===== src/rtl/systolic_pkg.sv =====
// Shared defaults, result-width derivation and controller state encoding
// for the weight-stationary systolic matrix multiplier.
package systolic_pkg;

  localparam int DEF_N  = 3;
  localparam int DEF_DW = 8;

  // Wide enough for N full-precision products summed without overflow
  function automatic int calc_aw(input int n, input int dw);
    return 2 * dw + $clog2(n);
  endfunction

  typedef enum logic [1:0] {
    IDLE  = 2'd0,
    FEED  = 2'd1,
    DRAIN = 2'd2,
    DONE  = 2'd3
  } state_t;

endpackage


===== src/rtl/systolic_mm_if.sv =====
// Request/result bundle of systolic_mm: operands and mode in, status and
// result matrix out.
interface systolic_mm_if import systolic_pkg::*; #(
  parameter int N  = DEF_N,
  parameter int DW = DEF_DW,
  parameter int AW = calc_aw(N, DW)
) ();

  logic              start;
  logic              sgn;
  logic [N*N*DW-1:0] a_in;
  logic [N*N*DW-1:0] w_in;
  logic              busy;
  logic              done;
  logic [N*N*AW-1:0] c_out;

  modport master (
    output start, sgn, a_in, w_in,
    input  busy, done, c_out
  );

  modport slave (
    input  start, sgn, a_in, w_in,
    output busy, done, c_out
  );

endinterface


===== src/rtl/systolic_mm_mac_pe.sv =====
// One processing element: activation moves right one column per cycle,
// partial sum moves down with this PE's product added.
module mac_pe import systolic_pkg::*; #(
  parameter int DW = DEF_DW,
  parameter int AW = calc_aw(DEF_N, DEF_DW)
) (
  input  logic          clk,
  input  logic          clr,
  input  logic          sgn,
  input  logic [DW-1:0] act_in,
  input  logic [DW-1:0] weight,
  input  logic [AW-1:0] mac_in,
  output logic [DW-1:0] act_out,
  output logic [AW-1:0] mac_out
);

  logic signed [DW:0]     act_x_s;
  logic signed [DW:0]     wgt_x_s;
  logic signed [2*DW+1:0] prod_s;
  logic        [AW-1:0]   prod_ext_s;
  logic        [DW-1:0]   act_r;
  logic        [AW-1:0]   mac_r;

  // One extra bit lets a single signed multiplier serve both operand modes
  assign act_x_s    = signed'({sgn & act_in[DW-1], act_in});
  assign wgt_x_s    = signed'({sgn & weight[DW-1], weight});
  assign prod_s     = act_x_s * wgt_x_s;
  assign prod_ext_s = AW'(prod_s);

  // Activation pass-through and partial-sum update
  always_ff @(posedge clk) begin
    if (clr) begin
      act_r <= {DW{1'b0}};
      mac_r <= {AW{1'b0}};
    end else begin
      act_r <= act_in;
      mac_r <= mac_in + prod_ext_s;
    end
  end

  assign act_out = act_r;
  assign mac_out = mac_r;

endmodule


===== src/rtl/systolic_mm.sv =====
// N x N weight-stationary systolic multiplier: C = A * W with skewed
// activation injection, column-wise result capture and a single done pulse.
module systolic_mm import systolic_pkg::*; #(
  parameter int N  = DEF_N,
  parameter int DW = DEF_DW,
  parameter int AW = calc_aw(N, DW)
) (
  input  logic          clk,
  input  logic          nrst,
  systolic_mm_if.slave  bus
);

  localparam int CW = $clog2(3 * N + 1);

  state_t            state_r;
  state_t            state_nxt_s;
  logic [CW-1:0]     cnt_r;
  logic              accept_s;
  logic              feed_s;
  logic              run_s;
  logic              pe_clr_s;
  logic              sgn_r;
  logic [N*N*DW-1:0] a_r;
  logic [N*N*DW-1:0] w_r;
  logic [DW-1:0]     a_s    [N][N];
  logic [DW-1:0]     w_s    [N][N];
  logic [DW-1:0]     inj_s  [N];
  logic [DW-1:0]     act_s  [N][N];
  logic [AW-1:0]     psum_s [N][N];
  logic [AW-1:0]     cap_r  [N][N];
  logic [N*N*AW-1:0] cap_flat_s;
  logic [N*N*AW-1:0] c_out_r;
  logic              busy_r;
  logic              done_r;

  assign accept_s = (state_r == IDLE) && bus.start;
  assign feed_s   = (state_r == FEED);
  assign run_s    = (state_r == FEED) || (state_r == DRAIN);
  // Clearing the array at accept keeps consecutive operations independent
  assign pe_clr_s = !nrst || accept_s;

  // Controller state register
  always_ff @(posedge clk) begin
    if (!nrst) begin
      state_r <= IDLE;
    end else begin
      state_r <= state_nxt_s;
    end
  end

  // Next-state: cnt_r numbers the FEED and DRAIN steps consecutively
  always_comb begin
    state_nxt_s = state_r;
    case (state_r)
      IDLE:    state_nxt_s = bus.start ? FEED : IDLE;
      FEED:    state_nxt_s = (cnt_r == CW'(2 * N - 2)) ? DRAIN : FEED;
      DRAIN:   state_nxt_s = (cnt_r == CW'(3 * N - 1)) ? DONE : DRAIN;
      DONE:    state_nxt_s = IDLE;
      default: state_nxt_s = IDLE;
    endcase
  end

  // Step counter across FEED and DRAIN
  always_ff @(posedge clk) begin
    if (!nrst) begin
      cnt_r <= {CW{1'b0}};
    end else if (run_s) begin
      cnt_r <= cnt_r + CW'(1);
    end else begin
      cnt_r <= {CW{1'b0}};
    end
  end

  // Operand capture so later input changes cannot disturb a running op
  always_ff @(posedge clk) begin
    if (!nrst) begin
      a_r   <= {(N*N*DW){1'b0}};
      w_r   <= {(N*N*DW){1'b0}};
      sgn_r <= 1'b0;
    end else if (accept_s) begin
      a_r   <= bus.a_in;
      w_r   <= bus.w_in;
      sgn_r <= bus.sgn;
    end else begin
      a_r   <= a_r;
      w_r   <= w_r;
      sgn_r <= sgn_r;
    end
  end

  for (genvar r = 0; r < N; r++) begin : g_unpack_r
    for (genvar c = 0; c < N; c++) begin : g_unpack_c
      assign a_s[r][c] = a_r[(r*N+c)*DW +: DW];
      assign w_s[r][c] = w_r[(r*N+c)*DW +: DW];
      assign cap_flat_s[(r*N+c)*AW +: AW] = cap_r[r][c];
    end
  end

  // Row k receives A[i][k] at step i+k; zero everywhere else
  always_comb begin
    for (int k = 0; k < N; k++) begin
      inj_s[k] = {DW{1'b0}};
      for (int i = 0; i < N; i++) begin
        inj_s[k] = inj_s[k] |
                   ((feed_s && (cnt_r == CW'(i + k))) ? a_s[i][k] : {DW{1'b0}});
      end
    end
  end

  for (genvar k = 0; k < N; k++) begin : g_row
    logic unused_act_s;
    assign unused_act_s = ^act_s[k][N-1];

    for (genvar j = 0; j < N; j++) begin : g_col
      logic [DW-1:0] act_in_s;
      logic [AW-1:0] mac_in_s;

      if (j == 0) begin : g_act_edge
        assign act_in_s = inj_s[k];
      end else begin : g_act_inner
        assign act_in_s = act_s[k][j-1];
      end

      if (k == 0) begin : g_sum_edge
        assign mac_in_s = {AW{1'b0}};
      end else begin : g_sum_inner
        assign mac_in_s = psum_s[k-1][j];
      end

      mac_pe #(.DW(DW), .AW(AW)) u_pe (
        .clk     (clk),
        .clr     (pe_clr_s),
        .sgn     (sgn_r),
        .act_in  (act_in_s),
        .weight  (w_s[k][j]),
        .mac_in  (mac_in_s),
        .act_out (act_s[k][j]),
        .mac_out (psum_s[k][j])
      );
    end
  end

  // C[i][j] leaves the bottom row of column j at step N+i+j
  always_ff @(posedge clk) begin
    for (int i = 0; i < N; i++) begin
      for (int j = 0; j < N; j++) begin
        if (!nrst) begin
          cap_r[i][j] <= {AW{1'b0}};
        end else if (run_s && (cnt_r == CW'(N + i + j))) begin
          cap_r[i][j] <= psum_s[N-1][j];
        end else begin
          cap_r[i][j] <= cap_r[i][j];
        end
      end
    end
  end

  // Registered status and result, all published together on entering DONE
  always_ff @(posedge clk) begin
    if (!nrst) begin
      busy_r  <= 1'b0;
      done_r  <= 1'b0;
      c_out_r <= {(N*N*AW){1'b0}};
    end else begin
      busy_r  <= (state_nxt_s != IDLE);
      done_r  <= (state_nxt_s == DONE);
      if ((state_r == DRAIN) && (state_nxt_s == DONE)) begin
        c_out_r <= cap_flat_s;
      end else begin
        c_out_r <= c_out_r;
      end
    end
  end

  assign bus.busy  = busy_r;
  assign bus.done  = done_r;
  assign bus.c_out = c_out_r;

endmodule

===== src/flat_wrapper.sv =====
// flat-port wrapper written by rule: the top's interface ports become plain ports
module systolic_mm_flat import systolic_pkg::*;
#(
  parameter int N  = DEF_N,
  parameter int DW = DEF_DW,
  parameter int AW = calc_aw(N, DW)
)
  (clk, nrst, bus_start, bus_sgn, bus_a_in, bus_w_in, bus_busy, bus_done, bus_c_out);
  systolic_mm_if #(.N(N), .DW(DW), .AW(AW)) bus_i ();
  input  logic clk;
  input  logic nrst;
  input wire logic [$bits(bus_i.start)-1:0] bus_start;
  input wire logic [$bits(bus_i.sgn)-1:0] bus_sgn;
  input wire logic [$bits(bus_i.a_in)-1:0] bus_a_in;
  input wire logic [$bits(bus_i.w_in)-1:0] bus_w_in;
  output wire logic [$bits(bus_i.busy)-1:0] bus_busy;
  output wire logic [$bits(bus_i.done)-1:0] bus_done;
  output wire logic [$bits(bus_i.c_out)-1:0] bus_c_out;
  assign bus_i.start = bus_start;
  assign bus_i.sgn = bus_sgn;
  assign bus_i.a_in = bus_a_in;
  assign bus_i.w_in = bus_w_in;
  assign bus_busy = bus_i.busy;
  assign bus_done = bus_i.done;
  assign bus_c_out = bus_i.c_out;
  systolic_mm #(.N(N), .DW(DW), .AW(AW)) u_core (.clk(clk), .nrst(nrst), .bus(bus_i));
endmodule

===== config.mk =====
export PLATFORM = sky130hd
export DESIGN_NAME = systolic_mm_flat
export DESIGN_NICKNAME = d
export VERILOG_FILES = /design/src/rtl/systolic_pkg.sv /design/src/rtl/systolic_mm_if.sv /design/src/rtl/systolic_mm_mac_pe.sv /design/src/rtl/systolic_mm.sv /design/src/flat_wrapper.sv
export SDC_FILE = /design/constraint.sdc
export NUM_CORES = 2
export LEC_CHECK = 0
export ABC_AREA = 1
export BUFFER_PORTS_ARGS = -buffer_cell sky130_fd_sc_hd__buf_2
export CAP_MARGIN = 20
export CORE_UTILIZATION = 60
export DETAILED_ROUTE_END_ITERATION = 12
export PLACE_DENSITY = 0.81
export RECOVER_POWER = 50
export REMOVE_ABC_BUFFERS = 1
export SYNTH_ARGS = -nofsm -noshare
export SYNTH_HDL_FRONTEND = slang
export SYNTH_SLANG_ARGS = --single-unit
export TNS_END_PERCENT = 30

===== constraint.sdc =====
create_clock -name clk -period 9.9 [get_ports clk]
set_clock_uncertainty 0.2 [all_clocks]
set_input_delay 0.495 -clock clk [delete_from_list [all_inputs] [get_ports clk]]
set_output_delay 0.495 -clock clk [all_outputs]
set_load 0.02 [all_outputs]

# Yosys cells after proc, flatten, opt, wreduce, memory -nomap -nowiden
# Memories as Yosys holds them, arrays and structs flattened.
# Index checks and enable logic that the tools add are counted.
[op_classes]
n_addsub = 7
multipliers = 9
n_div = 0
magnitude_cmp = 0
eq_ne = 12
n_shift = 0
muxes = 62
bitwise_logic = 42
n_reduce_logical = 19
[op_table]
columns = ["op", "n"]
rows = [
  ["two-way mux 18 bit", 18],
  ["multiplier 9 x 9 -> 18 bit", 9],
  ["adder 18 bit", 6],
  ["two-way mux 8 bit", 9],
  ["bitwise OR 8 bit", 6],
  ["two-way mux 1 bit", 33],
  ["AND 1 bit", 18],
  ["bitwise OR 1 bit", 18],
  ["== test 4 x 3 -> 1 bit (second input constant)", 4],
  ["logical AND 1 bit", 12],
  ["== test 4 x 2 -> 1 bit (second input constant)", 2],
  ["one-hot mux 2 bit (4 select lines)", 1],
  ["== test 2 bit (second input constant)", 3],
  ["adder 4 x 1 -> 4 bit (second input constant)", 1],
  ["== test 4 x 1 -> 1 bit (second input constant)", 1],
  ["== test 4 bit (second input constant)", 1],
  ["logical NOT 4 bit", 1],
  ["== test 2 x 1 -> 1 bit (second input constant)", 1],
  ["logical NOT 2 bit", 1],
  ["logical OR 1 bit", 2],
  ["two-way mux 2 bit", 1],
  ["AND reduction 2 bit", 1],
  ["nonzero test 2 bit", 1],
  ["logical NOT 1 bit", 1],
]
[word_totals]
register_bits = 525
latchBits = 0
mem_bits_rw = 162
romBits = 0
memories = 1
[memory_table]
columns = ["memory", "words", "word_bits", "rd", "rd_clocked_by_memory_dff", "write_ports", "line", "source"]
rows = [
  ["u_core.cap_r", 3, 54, 3, 0, 3, "systolic_mm.sv:30", "logic [AW-1:0] cap_r [N][N];"],
]

# Depth between registers and ports, before layout
[logic_depth]
ltp_word = 8
depth_mapped = 31
mapped_depth_nobuf = 30

# Modules after synthesis
# A second synthesis with hierarchy kept.
[unflattened]
cells_unflattened = 7817
area_unflattened_um2 = 60392.9
[modules_own_cells]
columns = ["module", "n_inst", "cells_each", "area_per_inst_um2", "seq_area_each_um2"]
rows = [
  ["mac_pe at u_core.g_row[1].g_col[0].u_pe ...", 4, 616, 4635.7, 520.5],
  ["systolic_mm", 1, 2268, 18511.5, 11170.7],
  ["mac_pe at u_core.g_row[2].g_col[1].u_pe", 1, 622, 4675.7, 520.5],
  ["mac_pe at u_core.g_row[2].g_col[2].u_pe", 1, 617, 4670.7, 520.5],
  ["mac_pe at u_core.g_row[0].g_col[0].u_pe", 1, 613, 4669.5, 520.5],
  ["mac_pe at u_core.g_row[0].g_col[1].u_pe", 1, 611, 4668.2, 520.5],
  ["mac_pe at u_core.g_row[0].g_col[2].u_pe", 1, 622, 4654.5, 520.5],
]

# Worst setup path before layout
# No wires, ideal clock.
[synth_path]
path_type = "register to register"
start = "reg u_core.state_r[1]"
end = "reg u_core.g_row[2].g_col[0].u_pe.mac_r[12]"
setup_time_ns = 0.121
arrival_time_ns = 5.570
slack_ns = 4.010
stages_incl_launch_ff = 25
synth_period_minus_slack_ns = 5.890
cell_sequence = "dfxtp_1 inv_1 ha_1 nand2_1 nor2_2 inv_2 o221ai_2 nand2_2 nor2_1 inv_1 fa_1 inv_1 fa_1 fa_1 fa_1 inv_1 fa_1 inv_1 ha_1 inv_1 o21bai_1 or2_2 nand3b_1 o21ai_0 a21oi_1"
[synth_between]
elab_chain_len = 8
[synth_lines]
columns = ["element", "line", "source"]
rows = [
  ["start, declared", "systolic_mm.sv:15", "state_t state_r;"],
  ["start signal, assigned", "systolic_mm.sv:47", "state_r <= state_nxt_s;"],
  ["== test 2 x 1 -> 1 bit", "systolic_mm.sv:37", "assign feed_s = (state_r == FEED);"],
  ["logical AND 1 bit", "systolic_mm.sv:105", "((feed_s && (cnt_r == CW'(i + k))) ? a_s[i][k] : {DW{1'b0}});"],
  ["two-way mux 8 bit", "systolic_mm.sv:105", ""],
  ["bitwise OR 8 bit (2 in a row)", "systolic_mm.sv:104", "inj_s[k] = inj_s[k] |"],
  ["AND 1 bit", "systolic_mm_mac_pe.sv:25", "assign act_x_s = signed'({sgn & act_in[DW-1], act_in});"],
  ["multiplier 9 x 9 -> 18 bit", "systolic_mm_mac_pe.sv:27", "assign prod_s = act_x_s * wgt_x_s;"],
  ["adder 18 bit", "systolic_mm_mac_pe.sv:37", "mac_r <= mac_in + prod_ext_s;"],
  ["end signal, assigned", "systolic_mm_mac_pe.sv:34", "mac_r <= {AW{1'b0}};"],
  ["end signal, assigned", "systolic_mm_mac_pe.sv:37", ""],
  ["end, declared", "systolic_mm_mac_pe.sv:22", "logic [AW-1:0] mac_r;"],
]
# Several ways; a longest one is shown, not always the timed one.
# A chain may end at the register's enable or synchronous reset.

# Worst setup path after layout
[layout_path]
start = "reg u_core.state_r[1]"
end = "reg u_core.g_row[2].g_col[0].u_pe.mac_r[17]"
# The elaborated chain is that of the path after synthesis.

==> impl_results.md <==
* Tmin final at 7160 ps
* Root Buffer: clkbuf_16
* Cell count after synthesis at 6,600
* Starting Density at 60.9%
* WP data arrival at 7500 ps
* Primary FF master, synth: dfxtp_1
* # H-tree levels at 3
* Post-synthesis area per instance at 8.34 um^2
* Slew margin rel. at -153%
* EDFF count, synth at 162
* Max-slew violations at 557
* R2r setup slk at 2740 ps
* Chip height at 305 um
* Placed cell area at 57,200 um^2
* Vias per inst at 5.40
* Commonest cells in the netlist: 1,383 x inv_1, 1,124 x nand2_1, 738 x nor2_1, 706 x fa_1, 525 x dfxtp_1
* Yosys warning count at 0
* Critical path class: register to register
* Largest net degree at the start of global routing at 120
* Pre-antenna DRT Iters at 7
* Post-route ant nets at 0
* Crit-path leading delay family: adder cells
* Yosys cell types at 47
* Grt total ovfl at 0
* Crit path largest cell delay at 600 ps
* Clk pin slew, worst setup/hold paths at 60 ps
* Synth top area cells: fa_1 26%, dfxtp_1 19%, inv_1 9.4%, ha_1 9.4%, edfxtp_1 8.8%
* Finished Core Util at 67.1%
* FFs w/ async S/R, synth at 0%
* Fillers at 7,219
* Worst-Skew Late Latency at 660 ps
* Worst Setup Start Kind: register
* Area growth, synth to finish at 10.3%
* Crit share post-route at 72.4%
* Unrepaired setup endpoints after global routing: false
* Worst Tran Pin Value at 3790 ps
* F_max at 140 MHz
* Post-Route WL at 136 mm
* Inserted Clock Buffers at 77
* GP Congestion at 0.932
* Total number of vias at 43,690
* Core ar. at 90,400 um^2
* Design area at 60,700 um^2
* Max VDD drop at 0.128 mV
* Share of layout cells above drive strength 1 at 4.96%
* Total GRT Usage at 29.6%
* Top cell type's share of synthesized area at 25.7%
* Layout Nets at 8,122
* Top Ports at 312
* Setup TNS at 0 ps
* Post-CTS Resized at 0
* Site row count at 110
* WL/cell at 16.8 um
* Slowest CP cell: fa_1
* Die area at 93,000 um^2
* Flops & latches, synth at 687
* Leakage at 29.4 nW
* Violated checks: max-capacitance violations, max-slew violations
* Worst setup EP type: register
* Required @ worst endpoint at 10,230 ps
* Vias in the first global route at 44,466
* Max-Cap Viols at 11
* Final Hold Viols at 0
* Status: complete, but fails checks
* Initial antenna violation count at 8
* Iteration-0 DRC Markers at 3,368
* Most frequent cell after synthesis: inv_1
* Crit Path Max Fanout at 18
* Hold crit path type: input pin to register
* Longest Clk Path Bufs at 3
* DRC violations left at 0
* Post-synth top area cell: fa_1
* Port Buf Inserts at 311
* HPWL Detailed at 102 mm
* Mapped Area at 55,100 um^2
* Die W at 305 um
* TritonCTS clock tree: built
* CTS sink cnt at 687
* First-pass GRT wire length at 222 mm
* # setup viols final at 0
* Crit path buf inv count at 6
* Sequential-to-total area share from yosys stat at 27.9%
* Power Density at 115 nW/um^2
## through the flow
| stage | instances | total power, mW | hold WS, ps | setup WS [ps] |
|---|---|---|---|---|
| global placement | 7827 | 4.12 | 242 | 3040 |
| finish | 8096 | 7.01 | 44.4 | 2740 |
| CTS | 8090 | 7.03 | 2.42 | 2830 |
| detailed placement | 7828 | 4.16 | 248 | 2880 |
| floorplan | 6320 | 3.79 | 229 | -657 |
| global route | 8096 | 7.29 | 56.8 | 2330 |
## power breakdown
part	total (mW)	switching, mW	leakage, nW	internal (mW)
Sequential	3.18	0.167	5.94	3.02
Combinational	0.981	0.666	22.3	0.315
Clock	2.85	1.21	1.20	1.64
Total	7.01	2.04	29.4	4.97
## registers in the layout, indices dropped and copies added (netlist names)
register,count
u_core.bus.c_out,162
u_core.cap_r,162
u_core.g_row.g_col.u_pe.mac_out,162
u_core.a_r,72
u_core.w_r,72
u_core.g_row.g_col.u_pe.act_out,48
u_core.cnt_r,4
u_core.state_r,2
u_core.bus.busy,1
u_core.bus.done,1
u_core.sgn_r,1
## what timing repair did
item,4_1_cts,5_1_grt
hold buffers,124,0
hold endpoints to repair,124,0
buffers inserted,0,0
## kinds of logic after synthesis
logic type,after synthesis,share of synthesized area (%)
AND/OR/NAND/NOR,2087,15.1
AO/OA/AOI/OAI,957,9.29
adder cells (fa/ha/maj),1118,35.0
buffers and inverters,1678,11.6
flip-flops,687,27.9
XOR/XNOR,73,1.16
## tightest hold or removal path: stages
cell and delay (ps):
buf_2 110, o21ai_0 120, a21oi_1 130
## placed cells by master, fill, tap and decap left out, types with 5 or more instances in the layout
| cell type | netlist | routed |
|---|---|---|
| o21ai_0 | 381 | 381 |
| xnor2_1 | 42 | 42 |
| buf_2 | 16 | 146 |
| nor4_1 | 5 | 5 |
| dlygate4sd3_1 | 0 | 124 |
| inv_2 | 9 | 7 |
| a21boi_0 | 9 | 9 |
| nand2_1 | 1124 | 1123 |
| clkinv_2 | 0 | 6 |
| fa_1 | 706 | 706 |
| nand3_1 | 120 | 120 |
| clkbuf_8 | 0 | 9 |
| ha_1 | 412 | 411 |
| nand3b_1 | 13 | 13 |
| clkinv_1 | 6 | 14 |
| nand4_1 | 9 | 9 |
| or2_2 | 28 | 28 |
| nor3_1 | 31 | 31 |
| dfxtp_1 | 525 | 525 |
| a21o_1 | 14 | 14 |
| xor2_1 | 31 | 31 |
| buf_4 | 8 | 11 |
| o21ai_1 | 25 | 25 |
| clkinvlp_4 | 0 | 8 |
| clkbuf_1 | 235 | 188 |
| a21oi_1 | 467 | 467 |
| diode_2 | 0 | 5 |
| o21bai_1 | 10 | 10 |
| nor2_1 | 738 | 737 |
| clkbuf_16 | 0 | 78 |
| a221oi_1 | 5 | 5 |
| o21a_1 | 24 | 24 |
| inv_1 | 1383 | 1384 |
| o221ai_2 | 12 | 12 |
| edfxtp_1 | 162 | 162 |
## final cells by class
class	instances	area (um^2)	share of cell area [%]
clock inverter	37	378	0.622
sequential	687	15400	25.3
tap	1176	1470	2.42
inverter	1398	5250	8.64
multi-input combinational	4235	33400	54.9
timing repair buffer	457	2750	4.53
clock buffer	101	2130	3.51
antenna	5	12.5	0.0206
## worst paths after layout
path                                   startpoint                                        end  depth (start not counted)
worst min-delay path                 bus_a_in[62]                             u_core.a_r[62]                          3
worst max register to register  u_core.state_r[1]  u_core.g_row[2].g_col[0].u_pe.mac_out[17]                         26
worst max-delay path            u_core.state_r[1]  u_core.g_row[2].g_col[0].u_pe.mac_out[17]                         26
worst min register to register     u_core.a_r[39]                             u_core.a_r[39]                          2
## layer usage
| metal | global-route usage, % | vias to the layer above | share of wire [%] |
|---|---|---|---|
| met5 | 0 | - | 0.034 |
| met4 | 12.0 | 6 | 3.9 |
| met3 | 3.87 | 333 | 6.7 |
| li1 | - | 20620 | - |
| met2 | 50.7 | 1674 | 48 |
| met1 | 37.9 | 21057 | 41 |
Power figures use the tool's default switching activity.
